<file path="src/rtl/uart_tx_if.sv">
// Request/serial-line bundle between a UART TX client and the uart_tx block.
// The master drives the request and tick; the slave (uart_tx) drives the line and status.
interface uart_tx_if #(
    parameter int unsigned NB_DATA = 8
);
    logic               i_tick;
    logic               i_tx_start;
    logic [NB_DATA-1:0] i_din;
    logic               o_tx;
    logic               o_busy;
    logic               o_tx_done;

    modport master (
        output i_tick, i_tx_start, i_din,
        input  o_tx, o_busy, o_tx_done
    );

    modport slave (
        input  i_tick, i_tx_start, i_din,
        output o_tx, o_busy, o_tx_done
    );
endinterface

</file>
<file path="src/rtl/uart_tx.sv">
// UART transmitter: start bit, NB_DATA bits LSB first, optional parity, stop period.
// Optional parity bit compiled in with macro UART_TX_PARITY_EN.
module uart_tx #(
    parameter int unsigned NB_DATA    = 8,
    parameter int unsigned SB_TICK    = 16,
    parameter int unsigned NB_TICKCNT = 5,
    parameter int unsigned PARITY_ODD = 0
) (
    input  logic     i_clk,
    input  logic     i_reset,
    uart_tx_if.slave bus
);
    localparam int unsigned NB_BITCNT = (NB_DATA > 1) ? $clog2(NB_DATA) : 1;
    localparam logic [NB_TICKCNT-1:0] TICK_LAST = NB_TICKCNT'(15);
    localparam logic [NB_TICKCNT-1:0] STOP_LAST = NB_TICKCNT'(SB_TICK - 1);
    localparam logic [NB_BITCNT-1:0]  BIT_LAST  = NB_BITCNT'(NB_DATA - 1);

    if (NB_DATA < 5 || NB_DATA > 9 || PARITY_ODD > 1 || SB_TICK < 16 ||
        (2 ** NB_TICKCNT) < SB_TICK) begin : g_param_check
        $error("uart_tx: unsupported parameter set");
    end

    typedef enum logic [2:0] {
        S_IDLE   = 3'd0,
        S_START  = 3'd1,
        S_DATA   = 3'd2,
`ifdef UART_TX_PARITY_EN
        S_PARITY = 3'd3,
`endif
        S_STOP   = 3'd4
    } state_t;

    state_t                state_q, state_d;
    logic [NB_TICKCNT-1:0] tick_q, tick_d;
    logic [NB_BITCNT-1:0]  bit_q, bit_d;
    logic [NB_DATA-1:0]    shreg_q, shreg_d;
    logic                  tx_q, tx_d;
    logic                  busy_q, busy_d;
    logic                  done_q, done_d;
`ifdef UART_TX_PARITY_EN
    logic                  parity_q, parity_d;
`endif

    // State and registered-output update
    always_ff @(posedge i_clk) begin
        if (i_reset) begin
            state_q  <= S_IDLE;
            tick_q   <= '0;
            bit_q    <= '0;
            shreg_q  <= '0;
            tx_q     <= 1'b1;
            busy_q   <= 1'b0;
            done_q   <= 1'b0;
`ifdef UART_TX_PARITY_EN
            parity_q <= 1'b0;
`endif
        end else begin
            state_q  <= state_d;
            tick_q   <= tick_d;
            bit_q    <= bit_d;
            shreg_q  <= shreg_d;
            tx_q     <= tx_d;
            busy_q   <= busy_d;
            done_q   <= done_d;
`ifdef UART_TX_PARITY_EN
            parity_q <= parity_d;
`endif
        end
    end

    // Next state; every non-IDLE state only moves on a tick
    always_comb begin
        state_d  = state_q;
        tick_d   = tick_q;
        bit_d    = bit_q;
        shreg_d  = shreg_q;
`ifdef UART_TX_PARITY_EN
        parity_d = parity_q;
`endif
        unique case (state_q)
            S_IDLE: begin
                if (bus.i_tx_start) begin
                    state_d  = S_START;
                    tick_d   = '0;
                    shreg_d  = bus.i_din;
`ifdef UART_TX_PARITY_EN
                    parity_d = (^bus.i_din) ^ 1'(PARITY_ODD);
`endif
                end
            end
            S_START: begin
                if (bus.i_tick) begin
                    if (tick_q == TICK_LAST) begin
                        state_d = S_DATA;
                        tick_d  = '0;
                        bit_d   = '0;
                    end else begin
                        tick_d = tick_q + NB_TICKCNT'(1);
                    end
                end
            end
            S_DATA: begin
                if (bus.i_tick) begin
                    if (tick_q == TICK_LAST) begin
                        tick_d  = '0;
                        shreg_d = shreg_q >> 1;
                        if (bit_q == BIT_LAST) begin
`ifdef UART_TX_PARITY_EN
                            state_d = S_PARITY;
`else
                            state_d = S_STOP;
`endif
                        end else begin
                            bit_d = bit_q + NB_BITCNT'(1);
                        end
                    end else begin
                        tick_d = tick_q + NB_TICKCNT'(1);
                    end
                end
            end
`ifdef UART_TX_PARITY_EN
            S_PARITY: begin
                if (bus.i_tick) begin
                    if (tick_q == TICK_LAST) begin
                        state_d = S_STOP;
                        tick_d  = '0;
                    end else begin
                        tick_d = tick_q + NB_TICKCNT'(1);
                    end
                end
            end
`endif
            S_STOP: begin
                if (bus.i_tick) begin
                    if (tick_q == STOP_LAST) begin
                        state_d = S_IDLE;
                        tick_d  = '0;
                    end else begin
                        tick_d = tick_q + NB_TICKCNT'(1);
                    end
                end
            end
            default: begin
                state_d = S_IDLE;
                tick_d  = '0;
            end
        endcase
    end

    // Outputs follow the upcoming state so the line changes on the transition edge
    always_comb begin
        tx_d   = 1'b1;
        busy_d = (state_d != S_IDLE);
        done_d = (state_q == S_STOP) && (state_d == S_IDLE);
        unique case (state_d)
            S_IDLE:   tx_d = 1'b1;
            S_START:  tx_d = 1'b0;
            S_DATA:   tx_d = shreg_d[0];
`ifdef UART_TX_PARITY_EN
            S_PARITY: tx_d = parity_d;
`endif
            S_STOP:   tx_d = 1'b1;
            default:  tx_d = 1'b1;
        endcase
    end

    assign bus.o_tx      = tx_q;
    assign bus.o_busy    = busy_q;
    assign bus.o_tx_done = done_q;

endmodule

</file>
<file path="src/flat_wrapper.sv">
// flat-port wrapper written by rule: the top's interface ports become plain ports
module uart_tx_flat 
#(
    parameter int unsigned NB_DATA    = 8,
    parameter int unsigned SB_TICK    = 16,
    parameter int unsigned NB_TICKCNT = 5,
    parameter int unsigned PARITY_ODD = 0
)
  (i_clk, i_reset, bus_i_tick, bus_i_tx_start, bus_i_din, bus_o_tx, bus_o_busy, bus_o_tx_done);
  uart_tx_if #(.NB_DATA(NB_DATA)) bus_i ();
  input  logic i_clk;
  input  logic i_reset;
  input wire logic [$bits(bus_i.i_tick)-1:0] bus_i_tick;
  input wire logic [$bits(bus_i.i_tx_start)-1:0] bus_i_tx_start;
  input wire logic [$bits(bus_i.i_din)-1:0] bus_i_din;
  output wire logic [$bits(bus_i.o_tx)-1:0] bus_o_tx;
  output wire logic [$bits(bus_i.o_busy)-1:0] bus_o_busy;
  output wire logic [$bits(bus_i.o_tx_done)-1:0] bus_o_tx_done;
  assign bus_i.i_tick = bus_i_tick;
  assign bus_i.i_tx_start = bus_i_tx_start;
  assign bus_i.i_din = bus_i_din;
  assign bus_o_tx = bus_i.o_tx;
  assign bus_o_busy = bus_i.o_busy;
  assign bus_o_tx_done = bus_i.o_tx_done;
  uart_tx #(.NB_DATA(NB_DATA), .SB_TICK(SB_TICK), .NB_TICKCNT(NB_TICKCNT), .PARITY_ODD(PARITY_ODD)) u_core (.i_clk(i_clk), .i_reset(i_reset), .bus(bus_i));
endmodule
</file>
<file path="config.mk">
export PLATFORM = sky130hd
export DESIGN_NAME = uart_tx_flat
export DESIGN_NICKNAME = d
export VERILOG_FILES = /design/src/rtl/uart_tx_if.sv /design/src/rtl/uart_tx.sv /design/src/flat_wrapper.sv
export SDC_FILE = /design/constraint.sdc
export NUM_CORES = 1
export LEC_CHECK = 0
export ABC_AREA = 0
export CORE_MARGIN = 10
export CORE_UTILIZATION = 35
export CTS_BUF_LIST = sky130_fd_sc_hd__clkbuf_2
export CTS_CLUSTER_SIZE = 25
export DETAILED_ROUTE_END_ITERATION = 7
export PLACE_DENSITY = 0.56
export SLEW_MARGIN = 20
export SYNTH_ARGS = -nofsm -noshare
export SYNTH_HDL_FRONTEND = slang
export SYNTH_SLANG_ARGS = --single-unit
</file>
<file path="constraint.sdc">
create_clock -name i_clk -period 1.54 [get_ports i_clk]
set_clock_uncertainty 0.1 [all_clocks]
set_input_delay 0.308 -clock i_clk [delete_from_list [all_inputs] [get_ports i_clk]]
set_output_delay 0.308 -clock i_clk [all_outputs]
set_load 0.005 [all_outputs]
</file>
==> run metrics, run 1 <==
CP Class=in2reg; hold slack=between 0.3 and 0.4 ns; Clock Pin Slew Worst Setup and Hold Paths=0.23 ns; sequential cell area fraction in the yosys report=between 40% and 50%; Root Driver=clkbuf_2; Netlist Area Pre-Place=0.00109 mm^2; period utilisation layout=106%; GPL Wtd Cong=0.816; Top Ports=15; Buf/Inv on CP=1; Req. time, crit path=1.74 ns; Critical Path End Type=register; Final Hold Viols=0; Synth area leaders=dfxtp_1 40%, a21oi_1 6.9%, nand2b_1 4.6%; #FFs+latches synth=22; Peak VDD IR=between 0.3 and 0.4 mV; Setup Slack @ Placement=-0.470 ns; f_max=around 610 MHz; largest net degree at the start of global routing=20; DIE AREA=between 0.005 and 0.006 mm^2; vias in the first global route=around 1000; min-delay worst type=reg2reg; final setup TNS=-0.436 ns; PwrDens=about 700 mW/mm^2; Starting Density=between 30% and 40%; YS warnings=0; critical path peak fanout=5; RSZ-0062 raised after global routing=true; fin area=0.00174 mm^2; vias per cell=slightly above 5; Synth top area share=40.3%; H-tree depth=1; shortest period the worst path allows=approximately 1.6 ns; number of max-cap violations=0; Skew-Pair Late Insertion Delay=0.34 ns; clock sink count=22; DRC viols=0; Arr. time, crit path=between 1.5 and 2 ns; num rows=20; antenna violations before repair=0; status=finished with violations; CP startpoint kind=input pin; post-route setup slack=-0.0942 ns; via count=roughly 1100; Lkg Pwr=0.667 nW; Slew @ Worst Pin=roughly 0.33 ns; Total Routing Usage GR=approximately a tenth; max-slew violations=0; core footprint=roughly 0.003 mm^2; worst-path cell chain=clkdlybuf4s50_1, nor2b_4, and4_4, or3b_4, a21oi_2; WL/cell=between 10 and 15 um; Die Y-Extent=75.9 um; antenna diode count=0; Synthesized Nets=142; highest-delay cell along the critical path=clkdlybuf4s50_1; Detailed Routing Iterations Pass 1=4; layout cell share with drive strength beyond 1=between 40% and 50%; Clock Path Buffers=2; cell taking the most area after synthesis=dfxtp_1; first-pass GRT wire length=roughly 4500 um; CTS tree=built; placed cell areas=approximately 0.0015 mm^2; DP HPWL=roughly 2000 um; Syn Area/Cell=8.60 um^2; GRT overflow=0; Synth cell types=38; worst rel slew slack=around 78%; Post-DRT Antenna Nets=0; total CTS buffers=3; number of port buffers=14; Synth Instances=~130; failing checks=setup timing; slowest stage delay, CP=between 0.5 and 0.6 ns; final WL=between 2000 and 3000 um; die width=between 70 and 80 um; final-report setup violation count=10; family with the most delay on the worst path=simple AND/OR/NAND/NOR gates; NumNets Final=~190; Iteration-0 DRC Markers=36; Synth-to-Final Area Change=59.6%
## cells by family after synthesis
group	count (synthesis)	synth area share (%)
adders and majority gates	3	3.44
DFF	22	40.3
and+or+nand+nor	55	28.2
buffers and inverters	10	4.58
AOI/OAI and AO/OA	33	20.2
xor gates and xnor gates	3	2.41
muxes	1	0.916
## metrics by stage
step | util, % | cells | power [mW]
2_1_floorplan | - | 127 | 0.709
3_3_place_gp | 48.2 | 205 | 0.796
3_5_place_dp | 48.2 | 205 | 0.805
4_1_cts | 52.7 | 211 | 1.23
5_1_grt | 57.6 | 215 | 1.28
6_report | 57.6 | 215 | 1.23
## state kept, by name, summed over array words and instances (netlist names)
register              count
u_core.bit_q              3
u_core.bus.o_busy         1
u_core.bus.o_tx           1
u_core.bus.o_tx_done      1
u_core.shreg_q            8
u_core.state_q            3
u_core.tick_q             5
## synthesized netlist by cell type, drive strengths merged
| cell type | instances |
|---|---|
| nor3b | 2 |
| xnor2 | 1 |
| nand2b | 8 |
| a21oi | 15 |
| nand3 | 2 |
| and4 | 1 |
| nand2 | 13 |
| a31oi | 3 |
| and3 | 3 |
| o21ai | 3 |
| nor4 | 2 |
| o311ai | 1 |
| o41a | 1 |
| nor3 | 3 |
| nand4b | 1 |
| nand4 | 1 |
| o31ai | 1 |
| nor4b | 1 |
| clkbuf | 3 |
| nor2b | 3 |
| a21o | 1 |
| xor2 | 2 |
| nand3b | 2 |
| mux2i | 1 |
| dfxtp | 22 |
| or3b | 1 |
| nor2 | 11 |
| a22oi | 6 |
| a2111o | 1 |
| buf | 5 |
| and2 | 1 |
| a211oi | 1 |
| inv | 2 |
| ha | 3 |
## worst reg2reg max path, delay by kind of cell, from the launching register on
kind | cells | cell delay (ns)
flops | 1 | 0.41
compound gates | 1 | 0.12
simple gates | 4 | 0.51
fa+ha+maj | 1 | 0.14
buf+inv | 2 | 0.26
## area by class of cell
| type | instances | area [um^2] |
|---|---|---|
| sequential | 22 | 455 |
| clock buffer | 3 | 15.0 |
| inverter | 2 | 7.51 |
| fill | 272 | 1280 |
| clock inverter | 1 | 30.0 |
| tap | 44 | 55.1 |
| multi-input combinational | 95 | 781 |
| timing repair buffer | 48 | 399 |
## power breakdown
part	total, mW	switching (mW)	internal [mW]	leakage [nW]
logic	0.199	0.0893	0.110	0.458
clock network	0.417	0.193	0.224	0.0266
registers	0.609	0.0170	0.592	0.183
total	1.23	0.299	0.926	0.667
## routing by layer
metal | vias up | routed length (um) | global-route usage [%]
met5 | - | 0 | 0
met4 | 0 | 63 | 6.60
met2 | 16 | 1600 | 16.8
met3 | 5 | 38 | 1.56
met1 | 519 | 1230 | 11.6
li1 | 542 | - | -
## worst paths after layout
kind	startpoint	end	slack, ns	depth (start not counted)
worst max-delay path	bus_i_tick	u_core.bit_q[0]$_SDFFE_PP0P_	-0.09	5
worst max register to register	u_core.tick_q[1]$_SDFFE_PP0P_	u_core.state_q[2]$_SDFF_PP0_	-0.08	8
worst min register to register	u_core.shreg_q[6]$_SDFFE_PP0P_	u_core.shreg_q[6]$_SDFFE_PP0P_	0.37	2
worst min-delay path	u_core.shreg_q[6]$_SDFFE_PP0P_	u_core.shreg_q[6]$_SDFFE_PP0P_	0.37	2
## cell usage in the layout (no fill, tap or decap), types with 2 or more instances in the layout
master           Yosys  layout
ha_4                 0       3
nand2b_1             8       8
buf_4                0      32
xor2_1               2       2
and3_4               0       2
o21ai_0              2       2
dlygate4sd2_1        0       3
nand2_1             13       9
a21oi_1             15      13
inv_1                2       2
dfxtp_4              0       2
buf_6                1       2
clkbuf_2             0       3
clkdlybuf4s50_1      0      11
dfxtp_1             22      14
nor2_4               0       2
nor2b_1              3       2
a31oi_1              3       2
nand2_2              0       3
nor3b_2              0       2
nand3b_1             2       2
nor2_1              10       8
a22oi_1              6       6
a21oi_2              0       2
dfxtp_2              0       6
## what timing repair did
action,in CTS,in global routing
cloned,0,0
setup endpoints to repair,21,18
buffers inserted,2,5
pin swaps,10,14
hold buffers,0,0
resized for setup,25,24
No activity file was read; power rests on OpenSTA's default activity.
==> run 2, diff against run 1 <==
CAP_MARGIN = 10   (was default)
==> results of run 2 <==
No change in the layout: final DEF, timing and power equal those of run 1.
==> edit (flow settings as in run 1) <==
Make the reset (`i_reset`) asynchronous in one clocked block.
--- a/src/rtl/uart_tx.sv
+++ b/src/rtl/uart_tx.sv
@@ -43,5 +43,5 @@
 
     // State and registered-output update
-    always_ff @(posedge i_clk) begin
+    always_ff @(posedge i_clk or posedge i_reset) begin
         if (i_reset) begin
             state_q  <= S_IDLE;
Check against the original RTL: differs if i_reset is asserted again (counterexample within 4 cycles, from zero or initial values and one cycle with i_reset high); with i_reset held inactive, the same outputs for 10 cycles.
==> edit against run 1 <==
  * The flow still finishes with violations (setup timing)
  * Critical path depth stayed put
  * Area after synthesis rose by 6.6%
  * Final cell count shrank 3.3%
  * Non-clock buffer count increased by 3
  * Register-to-register slack worse by 0.12 ns
  * Wire length is 4.2% higher
  * Worst setup slack got worse by 0.10 ns
  * Synthesized cell count shrank 10%
  * Sequential cell count did not move
  * Final area is 0.72% higher
  * Utilization shrank 1.4 points
  * First-iteration DRC count is 14% higher
  * Critical path type is now reg -> reg
Power is not compared: it rests on default switching activity, and its combinational part moved more than twofold at a synthesized area within 25%.
==> edit: results (changes against run 1) <==
Status
  • Status: complete, but fails checks
  • Violated checks: setup timing

Global route
  • Met3 usage: 1.96% (+0.40 points)
  • Total track usage: 9.57% (-0.49 points)
  • Pin count of the biggest net entering global routing: 23 (+15%)
  • GRT met2 Usage: 16.0% (-0.79 points)
  • GRT met1 Usage: 11.9% (+0.25 points)
  • First-pass GRT wire length: 4790 µm (+6.8%)
  • Vias in the first global route: 1040 (-0.096%)

Timing
  • Slew @ Worst Pin: 0.281 ns (-0.0499 ns)
  • Worst setup margin: -0.195 ns (-0.101 ns)
  • Setup tns final: -1.52 ns (-1.09 ns)
  • Final-report setup violation count: 18 (+8)
  • Hold WS: 0.157 ns (-0.212 ns)

Placement
  • Placed cells: 200 (-2.4%)
  • DP HPWL: 2140 µm (+6.5%)

Final layout
  • Filler Cells Inserted: 279 (+2.6%)
  • Final core utilization: 56.1% (-1.4 points)
  • Share of cells above drive strength 1: 43.9% (about the same)
  • Final nets: 180 (-3.7%)

Synthesis
  • Most common cell in the netlist: dfrtp_1
  • Post-synthesis sequential area ratio: 47.4% (+7.0 points)
  • Commonest cells in the netlist: 21 x dfrtp_1, 17 x nand2_1, 7 x a22oi_1, 7 x inv_1, 7 x nor2_1
  • Adder-cell share of the synthesized area: 3.22% (-0.21 points)
  • Cells after Synth: 114 (-10%)
  • Post-synthesis xor/xnor area fraction: 0.752% (-1.7 points)
  • Leading post-synthesis cells by cell area: dfrtp_1 45%, nand2_1 5.5%, a22oi_1 4.5%
  • Post-synthesis mux area share: 2.69% (+1.8 points)

Routing
  • WL per Instance: 14.7 µm (+7.7%)
  • Wire length on met2: 1510 µm (-5.8%)
  • DR vias: 1077 (-0.46%)
  • WL met1: 1370 µm (+11%)

Worst setup path
  • Worst r2r src: u_core.state_q[0]$_DFF_PP0_
  • Worst EP arrival: 1.93 ns (+0.09 ns)
[edit: area by class of cell]
type                       count  area share [%]
clock buffer                   3           0.855
multi-input combinational     80            38.5
inverter                       7            1.50
tap                           44            3.14
timing repair buffer          51            24.2
clock inverter                 1           0.214
sequential                    22            31.6
[edit: worst paths after layout]
check / to
min in group i_clk: u_core.shreg_q[2]$_DFFE_PP0P_
hold reg to reg: u_core.shreg_q[2]$_DFFE_PP0P_
setup / recovery: u_core.bus.o_tx$_DFF_PP1_
setup reg to reg: u_core.bus.o_tx$_DFF_PP1_
hold / removal: u_core.tick_q[1]$_DFFE_PP0P_
max in group asynchronous: u_core.bus.o_tx$_DFF_PP1_
[edit: worst max-delay path: stages, from the launching register on]
cell,delay (ns)
dfrtp_2,0.50
or3b_4,0.43
a31oi_1,0.23
a31oi_1,0.08
buf_4,0.16
o21a_1,0.18
[edit: timing repair]
item	4_1_cts	5_1_grt
pin swaps	7	10
endpoints found under the setup margin	20	22
resized for setup	12	26
setup buffers	3	2
